**config.mk**
```make
export PLATFORM = sky130hd
export DESIGN_NAME = obuf_read_scheduler
export DESIGN_NICKNAME = d
export VERILOG_FILES = /design/src/rtl/cnn_pkg.sv /design/src/rtl/obuf_scan_addr_gen.sv /design/src/rtl/obuf_read_scheduler.sv
export SDC_FILE = /design/constraint.sdc
export NUM_CORES = 1
export LEC_CHECK = 0
export ABC_CLOCK_PERIOD_IN_PS = 1500
export BUFFER_PORTS_ARGS = -buffer_cell sky130_fd_sc_hd__buf_2
export CAP_MARGIN = 20
export CORE_ASPECT_RATIO = 0.8
export CORE_MARGIN = 5
export CORE_UTILIZATION = 45
export DETAILED_ROUTE_END_ITERATION = 7
export GPL_TIMING_DRIVEN = 1
export PLACE_DENSITY = 0.82
export RECOVER_POWER = 25
export SYNTH_ARGS = -nofsm -noshare
export SYNTH_HDL_FRONTEND = slang
export SYNTH_SLANG_ARGS = --single-unit
```
**constraint.sdc**
```tcl
create_clock -name iClk -period 1.5 [get_ports iClk]
set_input_delay 0.225 -clock iClk [delete_from_list [all_inputs] [get_ports iClk]]
set_output_delay 0.225 -clock iClk [all_outputs]
set_load 0.01 [all_outputs]
```
**src/rtl/cnn_pkg.sv**
```systemverilog
// Shared constants and encodings for the CNN display path:
// output-buffer geometry, scan states and read-return tags.
package cnn_pkg;
  localparam int H_ACT    = 480;
  localparam int V_ACT    = 272;
  localparam int DEPTH    = H_ACT * V_ACT;
  localparam int ADDR_W   = 17;
  localparam int RGB565_W = 16;

  typedef enum logic {
    ST_IDLE = 1'b0,
    ST_SCAN = 1'b1
  } scanState_t;

  typedef enum logic [1:0] {
    TAG_NONE    = 2'd0,
    TAG_LCD     = 2'd1,
    TAG_DBG     = 2'd2,
    TAG_DBG_OOR = 2'd3
  } rdTag_t;

  // One in-flight return: who gets the data, and whether LCD data is forced black.
  typedef struct packed {
    rdTag_t tag;
    logic   blank;
  } retSlot_t;
endpackage

```
**src/rtl/obuf_scan_addr_gen.sv**
```systemverilog
// Raster scan address for LCD fetches: wraps at DEPTH-1 with a frame-end
// pulse, and can be realigned to 0 by vsync.
module obuf_scan_addr_gen #(
  parameter int ADDR_W = cnn_pkg::ADDR_W,
  parameter int DEPTH  = cnn_pkg::DEPTH
) (
  input  logic              iClk,
  input  logic              iRst,
  input  logic              iClr,
  input  logic              iVSync,
  input  logic              iAdv,
  output logic [ADDR_W-1:0] oAddr,
  output logic              oFrameEnd
);
  localparam logic [ADDR_W-1:0] LAST = ADDR_W'(DEPTH - 1);

  logic [ADDR_W-1:0] cntQ, cntNext;

  // A vsync in the same cycle as a fetch makes that fetch read address 0.
  assign oAddr     = iVSync ? '0 : cntQ;
  assign oFrameEnd = iAdv && (oAddr == LAST);

  always_comb begin
    cntNext = cntQ;
    if (iClr)        cntNext = '0;
    else if (iAdv)   cntNext = (oAddr == LAST) ? '0 : oAddr + 1'b1;
    else if (iVSync) cntNext = '0;
  end

  always_ff @(posedge iClk) begin
    if (iRst) cntQ <= '0;
    else      cntQ <= cntNext;
  end
endmodule

```
**src/rtl/obuf_read_scheduler.sv**
```systemverilog
// Single read port arbiter for the RGB565 output buffer: LCD scan-out has
// priority, idle cycles go to the debug requester; returns arrive 1 cycle later.
module obuf_read_scheduler
  import cnn_pkg::*;
#(
  parameter int ADDR_W = cnn_pkg::ADDR_W,
  parameter int DATA_W = cnn_pkg::RGB565_W,
  parameter int H_ACT  = cnn_pkg::H_ACT,
  parameter int V_ACT  = cnn_pkg::V_ACT,
  parameter int DEPTH  = H_ACT * V_ACT
) (
  input  logic              iClk,
  input  logic              iRst,
  input  logic              iFrameDone,
  input  logic              iLcdVSync,
  input  logic              iLcdReq,
  output logic              oLcdValid,
  output logic [DATA_W-1:0] oLcdData,
  input  logic              iDbgReq,
  input  logic [ADDR_W-1:0] iDbgAddr,
  output logic              oDbgGnt,
  output logic              oDbgValid,
  output logic [DATA_W-1:0] oDbgData,
  output logic              oRdEn,
  output logic [ADDR_W-1:0] oRdAddr,
  input  logic [DATA_W-1:0] iRdData,
  output logic              oScanActive,
  output logic              oFrameEnd
);
  localparam logic [ADDR_W-1:0] DEPTH_A = ADDR_W'(DEPTH);

  scanState_t        stateQ, stateNext;
  retSlot_t          retQ, retNext;
  logic [DATA_W-1:0] lcdHoldQ, dbgHoldQ;
  logic [ADDR_W-1:0] scanAddr;
  logic              scanning, lcdRd, dbgWin, dbgInRange;

  assign scanning   = (stateQ == ST_SCAN);
  assign lcdRd      = !iRst && scanning && iLcdReq;
  // An IDLE LCD strobe still owns next cycle's return slot, so debug waits.
  assign dbgWin     = !iRst && iDbgReq && !iLcdReq;
  assign dbgInRange = (iDbgAddr < DEPTH_A);

  obuf_scan_addr_gen #(.ADDR_W(ADDR_W), .DEPTH(DEPTH)) uScanAddr (
    .iClk     (iClk),
    .iRst     (iRst),
    .iClr     (!scanning && iFrameDone),
    .iVSync   (scanning && iLcdVSync),
    .iAdv     (lcdRd),
    .oAddr    (scanAddr),
    .oFrameEnd(oFrameEnd)
  );

  always_comb begin
    stateNext = stateQ;
    case (stateQ)
      ST_IDLE: if (iFrameDone) stateNext = ST_SCAN;
      ST_SCAN: stateNext = ST_SCAN;
      default: stateNext = ST_IDLE;
    endcase
  end

  always_comb begin
    retNext = '{tag: TAG_NONE, blank: 1'b0};
    if (iLcdReq)      retNext = '{tag: TAG_LCD, blank: !scanning};
    else if (iDbgReq) retNext = '{tag: dbgInRange ? TAG_DBG : TAG_DBG_OOR, blank: 1'b0};
  end

  always_comb begin
    oRdEn   = lcdRd || (dbgWin && dbgInRange);
    oRdAddr = '0;
    if (lcdRd)      oRdAddr = scanAddr;
    else if (oRdEn) oRdAddr = iDbgAddr;
  end

  assign oDbgGnt     = dbgWin;
  assign oScanActive = !iRst && scanning;

  // Return path: valids are masked during reset so an in-flight read is dropped.
  assign oLcdValid = !iRst && (retQ.tag == TAG_LCD);
  assign oDbgValid = !iRst && ((retQ.tag == TAG_DBG) || (retQ.tag == TAG_DBG_OOR));
  assign oLcdData  = oLcdValid ? (retQ.blank ? '0 : iRdData) : lcdHoldQ;
  assign oDbgData  = oDbgValid ? ((retQ.tag == TAG_DBG) ? iRdData : '0) : dbgHoldQ;

  always_ff @(posedge iClk) begin
    if (iRst) begin
      stateQ   <= ST_IDLE;
      retQ     <= '{tag: TAG_NONE, blank: 1'b0};
      lcdHoldQ <= '0;
      dbgHoldQ <= '0;
    end else begin
      stateQ   <= stateNext;
      retQ     <= retNext;
      lcdHoldQ <= oLcdData;
      dbgHoldQ <= oDbgData;
    end
  end
endmodule

```
==> metrics <==
CTS max path bufs=2; Synth Warn #=0; number of standard cells after synthesis=around 320; TritonCTS clock tree=yes; post-layout net count=about 500; Clock Skews=0.00297 ns; sinks on the clock net=53; most common library cells after synthesis=dfxtp_1 (53), nand2_1 (44), nand2b_1 (36); antenna-violating nets left=0; Routed WL=about 8 mm; Setup crit end kind=output port; Die Footprint=approximately 7400 um2; cell area after synthesis=about 2600 um2; y dimension of the die=roughly 80 um; clock-pin slew on the worst setup and hold paths=about 0.1 ns; final routed wire length divided by cell count=15.3 um; HP Class=in2reg; iteration count of the initial detailed-routing pass=4; violations in the final reports=negative setup slack; number of flip-flops and latches in the synthesized netlist=53; critical register-to-register path startpoint=scanning; number of global-route vias before repair=between 2000 and 3000; antenna violations before repair=0; Tmin final=approximately 1.8 ns; setup repair after global routing missed its margin=yes; number of enable flip-flop cells after synthesis=0; share of final-layout standard cells stronger than drive strength 1=between 40% and 50%; number of primary I/O pins=94; largest cells by area after synthesis=dfxtp_1 (41%), nand2b_1 (8.7%), nor2b_1 (8.2%); final number of setup-violating endpoints=41; count of hold-fix buffers inserted at cts=0; Worst-Skew Late Latency=0.31 ns; area taken by flip-flops and latches=around 1100 um2; overall power consumption=~2.7 mW; weighted congestion reported at the end of routability-driven placement=roughly 0.9; Most used DFF post-synth=dfxtp_1; worst slew slack as a fraction of its limit=69.8%; static power due to leakage=~1.8 nW; Layout Area Growth over Synthesis=52.3%; Synth top area share=~41%; max-cap check violation count=0; worst-path fanout max=33; maximum resistive drop on vdd=between 0.4 and 0.5 mV; post-route DRC violation count=0; Worst Setup Start Kind=register; setup slack after placement=-0.144 ns; Max H-tree Level=2; critical path type=reg2out; synth unique cells=35; first-pass GRT wire length=roughly 13 mm; combined area of the multi-input logic cells=around 1700 um2; sequential element share of the synthesized area=40.8%; Avg Vias per Cell=~5.2; launching element of the worst setup path=retQ[1]; endpoint required time on the critical path=1.27 ns; worst hold-check slack=approximately 0.18 ns; worst path setup slack after routing=-0.271 ns; pin slew with the least headroom to its limit=about 0.45 ns; net count after synthesis=362; Die W=95.0 um; starting density of the core=between 40% and 50%; cell chosen for the clock root=clkbuf_8; fillers=~420; arrival time of data at the critical path endpoint=between 1.5 and 2 ns; final hold violation count=0; result of the run=finished, violations left; leading area contributor after synthesis=dfxtp_1; proportion of synthesized flip-flops having asynchronous set or reset=0%; Period Utilization, post-route=118%; number of clock buffers inserted by TritonCTS=5; diode insertion count for antenna repair=0; Power Dens Cells=between 600 and 700 nW/um2; count of vias placed by the detailed router=between 2000 and 3000; Placeable Area=approximately 5500 um2; cell row count=24; startpoint of the most critical hold path=iFrameDone; Slew Viols, Final=0; HPWL after detailed placement=about 5.4 mm; remaining global-route overflow=0; pin count of the biggest net entering global routing=34; quantity of I/O buffers inserted on ports=93; global-route usage over all layers=between 20% and 30%; post-synthesis average cell area=8.05 um2; Max Fclk=roughly 560 MHz; most repeated cell in the gate-level netlist after synthesis=dfxtp_1; number of DRC markers after the initial detailed-route iteration=between 100 and 150
what timing repair did:
| action | CTS | global route |
|---|---|---|
| pin swaps | 24 | 20 |
| resized for setup | 82 | 42 |
| setup buffers | 9 | 4 |
| endpoints found under the setup margin | 63 | 66 |
cells by family (layout without fill, tap and decap cells):
kind of cell	Yosys count	count (layout)	share of synthesized area, %
flip-flops	53	53	40.8
buffers and inverters	24	155	3.80
AND/OR/NAND/NOR	170	170	35.9
AO/OA/AOI/OAI	64	64	15.5
XOR/XNOR	12	12	4.04
report_power, final:
group	switching, mW	internal [mW]	leakage, nW
sequential	0.0138	1.43	0.433
clock	0.494	0.332	0.0481
combinational	0.237	0.219	1.32
final timing paths:
path / slack (ns) / cells past startpoint / end
min reg2reg: 0.45 / 1 / retQ[0]
min: 0.18 / 3 / scanning
max: -0.27 / 4 / oLcdData[15]
max reg2reg: -0.05 / 7 / uScanAddr.cntQ[13]
layout make-up:
| class | instances | area share (%) |
|---|---|---|
| Inverter | 4 | 0.379 |
| Clock inverter | 3 | 0.568 |
| Timing Repair Buffer | 143 | 24.2 |
| Multi-Input combinational cell | 246 | 43.7 |
| Tap cell | 78 | 2.46 |
| Sequential cell | 53 | 27.0 |
| Clock buffer | 5 | 1.74 |
routing by layer:
layer  up-vias  part of all wire (%)  track usage [%]
met3        13                   7.3             4.26
met1      1283                    41             26.3
met5         -                     0                0
li1       1352                     -                -
met2       102                    50             36.2
met4         0                   1.2             4.76
placed cells by master (no fill, tap or decap), types with 2 or more instances in the layout:
cell / Yosys / final
and4_1: 2 / 2
dfxtp_1: 53 / 45
buf_2: 4 / 88
o21bai_1: 2 / 2
nor4_4: 1 / 3
o21ai_2: 0 / 19
nor3_2: 0 / 2
nand2_1: 44 / 42
buf_4: 1 / 32
nor2b_1: 34 / 32
xor2_1: 8 / 8
a21oi_1: 7 / 5
inv_1: 4 / 3
xnor2_1: 4 / 4
nor2_1: 20 / 14
dfxtp_2: 0 / 8
buf_12: 0 / 2
nand3_4: 1 / 3
nor2_2: 0 / 5
o21ai_1: 0 / 13
nand3_2: 0 / 3
nor3b_1: 2 / 2
nand2b_4: 0 / 2
nand4_1: 6 / 6
clkinv_4: 0 / 2
a21oi_2: 0 / 2
buf_6: 0 / 21
a21o_1: 2 / 2
nand2b_1: 36 / 33
clkbuf_8: 0 / 5
nand3_1: 11 / 6
a22o_1: 15 / 15
worst max-delay path: stages (launching register included):
cell     delay (ns)
dfxtp_2        0.34
or3b_4         0.38
buf_12         0.18
o21ai_2        0.18
buf_2          0.16
registers in the layout, indices dropped and copies added, names as in the netlist:
| register | count |
|---|---|
| dbgHoldQ | 16 |
| retQ | 3 |
| uScanAddr.cntQ | 17 |
| lcdHoldQ | 16 |
| scanning | 1 |
per-stage QoR:
step | TNS (ns) | cell area (um2) | instances | util (%)
floorplan | -1.28 | 2620 | 323 | -
global placement | -1.29 | 3410 | 513 | 61.8
detailed placement | -2.19 | 3410 | 513 | 61.8
CTS | -6.23 | 3760 | 529 | 68.0
global route | -10.25 | 3960 | 532 | 71.7
finish | -6.74 | 3960 | 532 | 71.7
Note: power is estimated with default switching activity, not from simulation.
